### src/rtl/bc_sched.sv
// bc_sched: command scheduler in front of the PWM/UART bitcode sink.
// Plays path bitcodes from the block ROM on ticks; avoidance words preempt and then hold path playback off.
module bc_sched #(
   parameter int                ADDR_W     = 8,
   parameter int                DATA_W     = 16,
   parameter int                ROM_LAT    = 1,
   parameter int                HOLD_TICKS = 16,
   parameter logic [DATA_W-1:0] END_CODE   = 16'hFFFF,
   parameter int                LOOP       = 1
) (
   input  logic              clk,
   input  logic              rst,
   input  logic              tick,
   input  logic              start,
   output logic [ADDR_W-1:0] rom_addr,
   input  logic [DATA_W-1:0] rom_data,
   input  logic [DATA_W-1:0] avd_data,
   input  logic              avd_valid,
   output logic              avd_rdy,
   output logic [DATA_W-1:0] out_data,
   output logic              out_valid,
   input  logic              out_rdy,
   output logic              src,
   output logic              busy,
   output logic              halted
);

   localparam logic [2:0] S_IDLE   = 3'd0;
   localparam logic [2:0] S_WAIT   = 3'd1;
   localparam logic [2:0] S_FETCH  = 3'd2;
   localparam logic [2:0] S_POFFER = 3'd3;
   localparam logic [2:0] S_AOFFER = 3'd4;
   localparam logic [2:0] S_DONE   = 3'd5;

   localparam int                HOLD_W    = $clog2(HOLD_TICKS + 2);
   localparam logic [HOLD_W-1:0] HOLD_LOAD = HOLD_W'(HOLD_TICKS);
   localparam logic [HOLD_W-1:0] HOLD_ONE  = HOLD_W'(1);
   localparam logic [1:0]        LAT_LAST  = 2'(ROM_LAT);
   localparam logic [ADDR_W-1:0] ADDR_ONE  = ADDR_W'(1);

   logic [2:0]        r_state;
   logic [2:0]        r_ret;
   logic [1:0]        r_lat_cnt;
   logic [HOLD_W-1:0] r_hold_cnt;
   logic [ADDR_W-1:0] r_addr;
   logic [DATA_W-1:0] r_data;
   logic              r_valid;
   logic              r_src;
   logic              r_halted;

   logic w_avd_rdy;
   logic w_avd_acc;
   logic w_rom_end;

   assign w_avd_rdy = (r_state == S_IDLE) || (r_state == S_WAIT) || (r_state == S_DONE);
   assign w_avd_acc = avd_valid && w_avd_rdy;
   assign w_rom_end = (rom_data == END_CODE);

   assign rom_addr  = r_addr;
   assign avd_rdy   = w_avd_rdy;
   assign out_data  = r_data;
   assign out_valid = r_valid;
   assign src       = r_src;
   assign busy      = !((r_state == S_IDLE) || (r_state == S_DONE));
   assign halted    = r_halted;

   // An accepted avoidance word always wins; the state it interrupted becomes the return state.
   always_ff @(posedge clk or negedge rst) begin
      if (!rst) begin
         r_state    <= S_IDLE;
         r_ret      <= S_IDLE;
         r_lat_cnt  <= 2'd0;
         r_hold_cnt <= '0;
         r_addr     <= '0;
         r_data     <= '0;
         r_valid    <= 1'b0;
         r_src      <= 1'b0;
         r_halted   <= 1'b0;
      end else if (w_avd_acc) begin
         r_ret      <= r_state;
         r_state    <= S_AOFFER;
         r_data     <= avd_data;
         r_valid    <= 1'b1;
         r_src      <= 1'b1;
         r_hold_cnt <= HOLD_LOAD;
      end else begin
         case (r_state)
            S_IDLE: begin
               if (start) begin
                  r_state <= S_WAIT;
               end
            end
            S_WAIT: begin
               if (tick) begin
                  if (r_hold_cnt != '0) begin
                     r_hold_cnt <= r_hold_cnt - HOLD_ONE;
                  end else begin
                     r_state   <= S_FETCH;
                     r_lat_cnt <= 2'd0;
                  end
               end
            end
            // The counter runs one step past ROM_LAT so the sample lands ROM_LAT+1 edges after the tick.
            S_FETCH: begin
               if (r_lat_cnt != LAT_LAST) begin
                  r_lat_cnt <= r_lat_cnt + 2'd1;
               end else if (w_rom_end) begin
                  if (LOOP != 0) begin
                     r_addr  <= '0;
                     r_state <= S_WAIT;
                  end else begin
                     r_halted <= 1'b1;
                     r_state  <= S_DONE;
                  end
               end else begin
                  r_data  <= rom_data;
                  r_valid <= 1'b1;
                  r_src   <= 1'b0;
                  r_state <= S_POFFER;
               end
            end
            S_POFFER: begin
               if (out_rdy) begin
                  r_valid <= 1'b0;
                  r_addr  <= r_addr + ADDR_ONE;
                  r_state <= S_WAIT;
               end
            end
            S_AOFFER: begin
               if (out_rdy) begin
                  r_valid <= 1'b0;
                  r_state <= r_ret;
               end
            end
            S_DONE: begin
               if (start) begin
                  r_halted <= 1'b0;
                  r_addr   <= '0;
                  r_state  <= S_WAIT;
               end
            end
            default: begin
               r_state <= S_IDLE;
            end
         endcase
      end
   end

endmodule

### config.mk
export PLATFORM = sky130hd
export DESIGN_NAME = bc_sched
export DESIGN_NICKNAME = d
export VERILOG_FILES = /design/src/rtl/bc_sched.sv
export SDC_FILE = /design/constraint.sdc
export NUM_CORES = 1
export LEC_CHECK = 0
export CORE_ASPECT_RATIO = 1.4
export CORE_MARGIN = 2
export CORE_UTILIZATION = 50
export DETAILED_ROUTE_END_ITERATION = 16
export PLACE_DENSITY = 0.85
export SYNTH_ARGS = -nofsm -noshare
export SYNTH_HDL_FRONTEND = slang
export SYNTH_SLANG_ARGS = --single-unit
### constraint.sdc
create_clock -name clk -period 3.94 [get_ports clk]
set_input_delay 0.591 -clock clk [delete_from_list [all_inputs] [get_ports clk]]
set_output_delay 0.591 -clock clk [all_outputs]
set_load 0.02 [all_outputs]
# ---- Yosys cells after proc, flatten, opt, wreduce, memory -nomap -nowiden
# Index checks and enable logic that the tools add are counted.
dict set report op_classes {
  addsub 3
  eq_ne 24
  mux 35
  n_bitwise 1
  reduce_logical 22
}
# op n
set ops {}
lappend ops {{$mux W16} 4}
lappend ops {{$mux W8} 4}
lappend ops {{$pmux W8 S3} 1}
lappend ops {{$mux W3} 7}
lappend ops {{$mux W5} 4}
lappend ops {{$ne A2 B2 Y1 const B} 9}
lappend ops {{$ne A3 B3 Y1 const B} 6}
lappend ops {{$eq A16 B16 Y1 const B} 1}
lappend ops {{$pmux W3 S5} 1}
lappend ops {{$reduce_and A6 Y1} 2}
lappend ops {{$reduce_bool A2 Y1} 5}
lappend ops {{$add A8 B1 Y8 const B} 1}
lappend ops {{$mux W1} 8}
lappend ops {{$mux W2} 4}
lappend ops {{$eq A3 B2 Y1 const B} 2}
lappend ops {{$eq A3 B3 Y1 const B} 2}
lappend ops {{$ne A3 B1 Y1 const B} 2}
lappend ops {{$reduce_and A3 Y1} 2}
lappend ops {{$reduce_bool A3 Y1} 2}
lappend ops {{$reduce_and A5 Y1} 1}
lappend ops {{$reduce_bool A5 Y1} 1}
lappend ops {{$sub A5 B1 Y5 const B} 1}
lappend ops {{$pmux W2 S2} 1}
lappend ops {{$reduce_and A4 Y1} 1}
lappend ops {{10 further kinds} 13}
dict set report word_totals {
  reg_bits 39
  inputBits 38
  word_cells 93
}

# ---- Longest topological paths before layout
# Gate-level depths: netlist (run 1).
dict set report depth {
  ltp_word 6
  ltp_mapped 8
}

# ---- Least setup slack after synthesis (run 1)
# OpenSTA, ideal clock, no wires.
dict set report synth_path {
  kind {input to register}
  from {input rom_data[6]}
  to {register r_addr[2] (netlist: rom_addr[2])}
  arrival_time_ns 1.806
  t_required_ns 3.814
  path_slack_ns 2.008
  cell_stages 4
  path_buffers 0
  cell_sequence {nand4_1 or4_4 a21o_1 a221o_1}
}
dict set report synth_via {
  elab_chain_cells 3
}
# element line
set synth_rtl {}
lappend synth_rtl {{start, declared} 16} ;# input logic [DATA_W-1:0] rom_data,
lappend synth_rtl {{$eq A16 B16 Y1} 57} ;# assign w_rom_end = (rom_data == END_CODE);
lappend synth_rtl {{$ne A2 B2 Y1 (no line)} --}
lappend synth_rtl {{$reduce_and A6 Y1 (no line)} --}
lappend synth_rtl {{end signal, assigned} 125} ;# r_addr <= r_addr + ADDR_ONE;
lappend synth_rtl {{end, declared} 45} ;# logic [ADDR_W-1:0] r_addr;
# No other way between the ends.
# A chain may end at the register's enable or synchronous reset.

# ---- Final worst setup path (run 1)
dict set report layout_path {
  from {register r_state[0]}
  to {output busy}
}
dict set report layout_via {
  elab_chain_cells 3
  elab_cells_between_ends 4
  cone_classes {1 x eq/ne; 3 x reduce/logical}
}
# element line
set layout_rtl {}
lappend layout_rtl {{start, declared} 41} ;# logic [2:0] r_state;
lappend layout_rtl {{start signal, assigned} 132} ;# r_state <= r_ret;
lappend layout_rtl {{$eq A3 B3 Y1 or $logic_not A3 Y1 (tied branches)} 64} ;# assign busy = !((r_state == S_IDLE) || (r_state == S_DONE));
lappend layout_rtl {{$logic_or A1 B1 Y1 *} 64}
lappend layout_rtl {{$logic_not A1 Y1 *} 64}
lappend layout_rtl {{end, declared} 24} ;# output logic busy,
# Mark *: on every way between the ends. The rest lies on a longest branch, timed or not.

==> results of run 1 <==
-- state kept, by name, indices dropped and copies added, names as in the netlist --
| register | count |
|---|---|
| out_data | 16 |
| rom_addr | 8 |
| r_hold_cnt | 5 |
| r_ret | 3 |
| r_state | 3 |
| r_lat_cnt | 2 |
| out_valid | 1 |
| src | 1 |
-- placed cells by master (no fill, tap or decap), types with 2 or more instances in the layout --
cell / netlist / routed
a21o_1: 4 / 4
nand4b_1: 2 / 2
nand2b_1: 3 / 3
clkbuf_1: 5 / 2
nand2_1: 15 / 15
a211oi_1: 2 / 2
xnor2_1: 4 / 4
nor2_1: 30 / 30
inv_1: 6 / 6
nand4_1: 4 / 4
clkbuf_8: 0 / 5
nand3_1: 5 / 5
o21ai_0: 5 / 5
clkdlybuf4s50_1: 0 / 64
and3_1: 4 / 4
a21oi_1: 22 / 22
ha_1: 4 / 4
nor4bb_1: 2 / 2
a31oi_1: 4 / 4
dfrtp_1: 39 / 39
buf_4: 2 / 2
nor2b_1: 6 / 6
nor3_1: 4 / 4
mux2_2: 3 / 3
a211o_1: 2 / 2
o31ai_1: 2 / 2
nor3b_1: 2 / 2
mux2i_1: 18 / 18
-- report_power, final --
group,switching (uW),internal (uW),leakage (uW)
clock,141,124,0.0000422
sequential,189,562,0.000471
combinational,517,502,0.000811
-- cell usage after synthesis (2+ instances only) --
library cell	number
xnor2_1	4
nand3_1	5
buf_2	4
a211o_1	2
nor2b_1	6
a21o_1	4
nand2_1	15
nand4_1	4
nand2b_1	3
o41ai_1	2
mux2i_1	18
buf_4	2
nor3_1	4
a21oi_1	22
clkbuf_1	5
a31oi_1	4
o31ai_1	2
and3_1	4
ha_1	4
o21ai_0	5
dfrtp_1	39
inv_1	6
a211oi_1	2
nor4bb_1	2
nor2_1	30
mux2_2	3
nor3b_1	2
nand4b_1	2
-- logic make-up after synthesis --
kind of cell	Yosys count	share of synthesized area
DFF	39	0.4496
other	1	0.001727
adders and majority gates	4	0.02306
and+or+nand+nor	88	0.2202
AOI/OAI and AO/OA	51	0.1487
muxes	21	0.09856
xor gates and xnor gates	4	0.01614
buffers and inverters	19	0.04207
-- per-layer routing --
| layer | wire length [um] | global-route usage | up-vias | part of all wire |
|---|---|---|---|---|
| li1 | - | - | 940 | - |
| met1 | 2145 | 0.2500 | 921 | 0.41 |
| met2 | 2733 | 0.3815 | 60 | 0.52 |
| met3 | 232 | 0.03937 | 14 | 0.044 |
| met4 | 129 | 0.07556 | 0 | 0.025 |
| met5 | 0 | 0 | - | 0 |
-- per-stage QoR --
| step | util | worst slack [ns] | power [uW] | instances | instance area [sq um] |
|---|---|---|---|---|---|
| 2_1_floorplan | - | 2.008 | 1353 | 227 | 2171 |
| 5_1_grt | 0.6935 | 1.205 | 2181 | 335 | 2915 |
| 6_report | 0.6935 | 1.301 | 2036 | 335 | 2915 |
| 4_1_cts | 0.6935 | 1.303 | 2045 | 335 | 2915 |
| 3_3_place_gp | 0.6741 | 1.366 | 1745 | 327 | 2834 |
| 3_5_place_dp | 0.6741 | 1.339 | 1775 | 327 | 2834 |
-- worst paths after layout --
check                               from           end  cells past startpoint
max                           r_state[0]          busy                      3
min                                  rst    r_state[0]                      1
max reg2reg                r_hold_cnt[0]  r_lat_cnt[0]                      6
min reg2reg                 r_lat_cnt[1]  r_lat_cnt[1]                      1
max in group asynchronous            rst   rom_addr[0]                      1
min in group clk            r_lat_cnt[1]  r_lat_cnt[1]                      1
-- worst register-to-register path: cells and delay by family, from the launching register on --
kind,cells,cell delay (ns)
adders and majority gates,1,0.15
DFF,1,0.42
and+or+nand+nor,2,0.51
AOI/OAI and AO/OA,1,0.42
buffers and inverters,1,0.09
muxes,1,0.38
-- cell type report --
| cell class | count | area (sq um) | area share |
|---|---|---|---|
| inverter | 7 | 26.28 | 0.009013 |
| tap | 45 | 56.30 | 0.01931 |
| sequential | 39 | 975.9 | 0.3348 |
| timing repair buffer | 67 | 660.6 | 0.2266 |
| multi-input combinational | 169 | 1115 | 0.3824 |
| clock inverter | 1 | 5.005 | 0.001717 |
| clock buffer | 7 | 76.32 | 0.02618 |
==> results by group, run 1 <==
Clock network
  – Post-CTS Setup Bufs: 0
  – CTS root buffer: clkbuf_8
  – Num Clock Sinks: 39
  – Depth of the CTS H-tree: 2
  – TritonCTS clock tree: yes
  – Clk pin slew, worst setup/hold paths: 0.07 ns
  – Worst-Skew Late Latency: 0.29 ns
  – Clk buf depth: 2
  – Post-CTS Hold Fix Bufs: 0
  – Inserted Clock Buffers: 5
  – Resized Gates After CTS: 0

Synthesis
  – Synth cell types: 50
  – Synth Flop Type: dfrtp_1
  – Area leader, netlist: dfrtp_1
  – Asr flop ratio synth: 1.000
  – #FFs+latches synth: 39
  – Synth Instances: 227
  – Netlist Area Pre-Place: around 2200 sq um
  – Syn_nets: about 270
  – Post-synth EDFFs: 0
  – YS warnings: 0
  – Area share of the largest cell type after synthesis: 0.4496
  – Syn avg cell area: 9.563 sq um
  – Sequential area share after synthesis: 0.4496
  – Top post-synthesis cells by area: dfrtp_1, mux2i_1, nor2_1, a21oi_1, nand2_1

Drt
  – Avg WL per Cell: approximately 16 um
  – DRC violations left: 0
  – Drt initial violations: between 70 and 80
  – DRT antenna net count: 0
  – Vias: approximately 1,900
  – Pre-Repair DR Iteration Count: 5
  – Vias/cell: 5.776
  – Wirelength, routed: 5240 um

STA
  – Final setup violation count: 0
  – Max Clock Freq: about 380 MHz
  – Worst Skew: ~0.0057 ns
  – RSZ-0062 raised after global routing: false
  – Tmin final: 2.639 ns
  – Slew HR: 0.4113
  – Setup TNS: 0 ns
  – Worst Tran Pin Value: 0.8831 ns
  – Hold_ws: 0.4187 ns
  – Slew Limit Fails: 0
  – Final period util: 0.6698
  – Final hold vios: 0

Floorplan
  – Chip width: 59.69 um
  – CORE AREA: about 4200 sq um
  – # rows: 28
  – Starting density of the core: 0.5164
  – Die area: 4892 sq um
  – # IOs: 67
  – DIE HEIGHT: between 80 and 90 um

Cells and area
  – Area Growth Syn to Fin: 34.29%
  – Share of cells above drive strength 1: 0.05862
  – Final Net Count: 331
  – Ant. Diodes: 0
  – # fillers: 330

Global routing
  – Number of global-route vias before repair: 1,830
  – Global-route wire length before repair: about 8000 um
  – Initial antenna violation count: 0
  – Largest net degree at the start of global routing: 40
  – Gr usage total: 0.2136
  – Remaining Overflow, GRT: 0

Setup path
  – Crit path largest cell delay: between 0.5 and 0.6 ns
  – CP delay by family, top: simple AND/OR/NAND/NOR gates
  – Slowest stage cell, crit path: dfrtp_1
  – Crit path cell chain: nor2b_1 > or3_1 > clkdlybuf4s50_1
  – Crit path DAT: 2.05 ns
  – CP Buf/Inv Count: 1
  – R2R setup slack: 1.86 ns
  – WS Path Type: flip-flop to output port
  – Endpoint type of the worst setup path: output port
  – WP data required: 3.35 ns
  – Crit path launch type: flip-flop
  – Crit Path Max Fanout: 19

Status
  – Outcome: complete, no violations

Placement
  – I/O Buffers: 65
  – Post-DP HPWL: between 3000 and 4000 um
  – Global placement routability congestion: 0.8248

Run
  – Max-Cap Viols: 0

Hold path
  – Min-Delay Path Class: input pin to asynchronous set/reset pin

Pwr
  – Total leakage power: 0.001325 uW
  – Max VDD drop: approximately 0.38 mV
  – Pwr/cell area: approximately 700 nW/um^2
Power figures use the tool's default switching activity.
==> run 2, diff against run 1 <==
Settings changed: CORE_UTILIZATION 50 to 42, PLACE_DENSITY 0.85 to 0.76.
Clock period 3.94 ns to 2.2 ns, I/O delays scaled along.
==> results by group, run 2 (synthesis gave the netlist of run 1 again) <==
Status
  – Outcome: complete, no violations

STA
  – Tmin final: roughly 2 ns
  – Slew HR: 0.6385
  – Final hold vios: 0
  – Slew Limit Fails: 0
  – Max Clock Freq: 504.3 MHz
  – Final setup violation count: 0
  – RSZ-0062 raised after global routing: false
  – Worst Tran Pin Value: between 0.5 and 0.6 ns
  – Final period util: 0.9013
  – Worst Skew: 0.006564 ns

Setup path
  – RR Startpoint: r_hold_cnt[0]
  – Crit path DAT: about 1.7 ns
  – Crit Path Max Fanout: 9
  – Crit path largest cell delay: about 0.48 ns
  – CP Buf/Inv Count: 1
  – WP data required: between 1.5 and 2 ns
  – Worst Setup SP: r_state[0]
  – Endpoint type of the worst setup path: output port
  – CP delay by family, top: simple AND/OR/NAND/NOR gates
  – Crit path cell chain: nor2b_1 > or3_1 > dlygate4sd2_1
  – Crit path launch type: flip-flop
  – WS Path Type: flip-flop to output port
  – Slowest stage cell, crit path: dfrtp_1

Cells and area
  – Ant. Diodes: 0
  – Design Area, Final: 3069 sq um
  – Area Growth Syn to Fin: 41.38%
  – Commonest cells after routing, fill and taps aside: clkdlybuf4s50_1, dfrtp_1, nor2_1
  – Commonest non-fill, non-tap cell in the layout: clkdlybuf4s50_1
  – Final Net Count: 347
  – Max reg flops: 16
  – Share of cells above drive strength 1: 0.1115

Placement
  – Global placement routability congestion: 0.8644
  – Post-DP HPWL: 4007 um
  – I/O Buffers: between 60 and 70
  – Placed Area: between 2000 and 3000 sq um

Global routing
  – Gr usage total: 0.1979
  – Initial antenna violation count: 0
  – Largest net degree at the start of global routing: 37
  – Global-route wire length before repair: between 8000 and 9000 um
  – Number of global-route vias before repair: 1,982
  – Remaining Overflow, GRT: 0

Pwr
  – Pint: between 2000 and 2500 uW
  – Switching Fraction: 0.4106
  – Switch Pwr: around 1500 uW
  – Pwr/cell area: 1216 nW/um^2
  – Clock share of power: 0.136
  – Design Power: between 3000 and 4000 uW
  – Max VDD drop: 0.5501 mV
  – Flop pwr share: 0.348
  – Logic pwr share: 0.516
  – Total leakage power: 0.001413 uW

Drt
  – Vias: 1,983
  – Wirelength, routed: 5311 um
  – Avg WL per Cell: 14.32 um
  – Pre-Repair DR Iteration Count: 4
  – Vias/cell: roughly 5.3
  – DRC violations left: 0
  – DRT antenna net count: 0
  – Drt initial violations: 111

Floorplan
  – Chip width: 64.76 um
  – DIE HEIGHT: between 80 and 90 um
  – Die area: 5768 sq um
  – CORE AREA: between 5000 and 6000 sq um
  – # IOs: 67
  – Starting density of the core: 0.4272
  – # rows: 31

Run
  – Max-Cap Viols: 0

Clock network
  – Clk pin slew, worst setup/hold paths: about 0.08 ns
  – Num Clock Sinks: 39
  – Clk buf depth: 2
  – CTS root buffer: clkbuf_8
  – Worst-Skew Late Latency: ~0.29 ns
  – TritonCTS clock tree: yes
  – Inserted Clock Buffers: 5
  – Post-CTS Setup Bufs: 0
  – Depth of the CTS H-tree: 2
  – Post-CTS Hold Fix Bufs: 0

Hold path
  – Min-Delay Path Class: input pin to asynchronous set/reset pin
[run 2: changes by cell type in the layout (fill, tap and decap cells not counted), sizes merged]
cell and delta:
buf +16, clkdlybuf4s50 -2, clkbuf -1, dlygate4sd2 +1, dlymetal6s2s +1
[run 2: cell type report]
| class | count | area [sq um] |
|---|---|---|
| clock inverter | 1 | 5.005 |
| inverter | 7 | 26.28 |
| clock buffer | 6 | 82.58 |
| multi-input combinational | 169 | 1115 |
| timing repair buffer | 83 | 782.0 |
| sequential | 39 | 975.9 |
| fill | 437 | 2012 |
| tap | 66 | 82.58 |
[run 2: final timing paths]
check | cells past startpoint | to | slack, ns
min | 1 | r_hold_cnt[3] | 0.01
max reg2reg | 6 | r_lat_cnt[1] | 0.27
max in group asynchronous | 2 | rom_addr[0] | 1.64
min in group clk | 2 | src | 0.48
min reg2reg | 2 | src | 0.48
max | 3 | busy | 0.22
[run 2: per-layer routing]
| metal | up-vias | track usage | part of all wire | wire [um] |
|---|---|---|---|---|
| met5 | - | 0 | 0 | 0 |
| met4 | 0 | 0.06383 | 0.013 | 67 |
| met3 | 9 | 0.04156 | 0.051 | 269 |
| met2 | 61 | 0.3533 | 0.51 | 2723 |
| met1 | 938 | 0.2378 | 0.42 | 2251 |
| li1 | 975 | - | - | - |
[run 2: power by group through the flow]
stage               registers (uW)  clock network, uW  logic (uW)
global route                  1340                548        2140
global placement              1300                  0        1930
floorplan                     1460                  0         966
detailed placement            1310                  0        1950
finish                        1300                507        1930
CTS                           1300                516        1950
[run 2: repair_timing]
action / CTS / global route
gates resized for setup: 1 / 1
endpoints found under the setup margin: 1 / 1
pin swaps: 0 / 0
[run 2: through the flow]
| step | worst slack [ns] | utilization | hold slack [ns] | instances | setup TNS, ns |
|---|---|---|---|---|---|
| global placement | -0.04354 | 0.5866 | 0.3573 | 364 | -0.07676 |
| finish | 0.2172 | 0.6040 | 0.01259 | 371 | 0 |
| detailed placement | -0.07808 | 0.5866 | 0.3583 | 364 | -0.5005 |
| floorplan | 0.3962 | - | 0.03441 | 227 | 0 |
| global route | 0.1125 | 0.6040 | 0.04685 | 371 | 0 |
| CTS | 0.07447 | 0.6035 | 0.04327 | 371 | 0 |
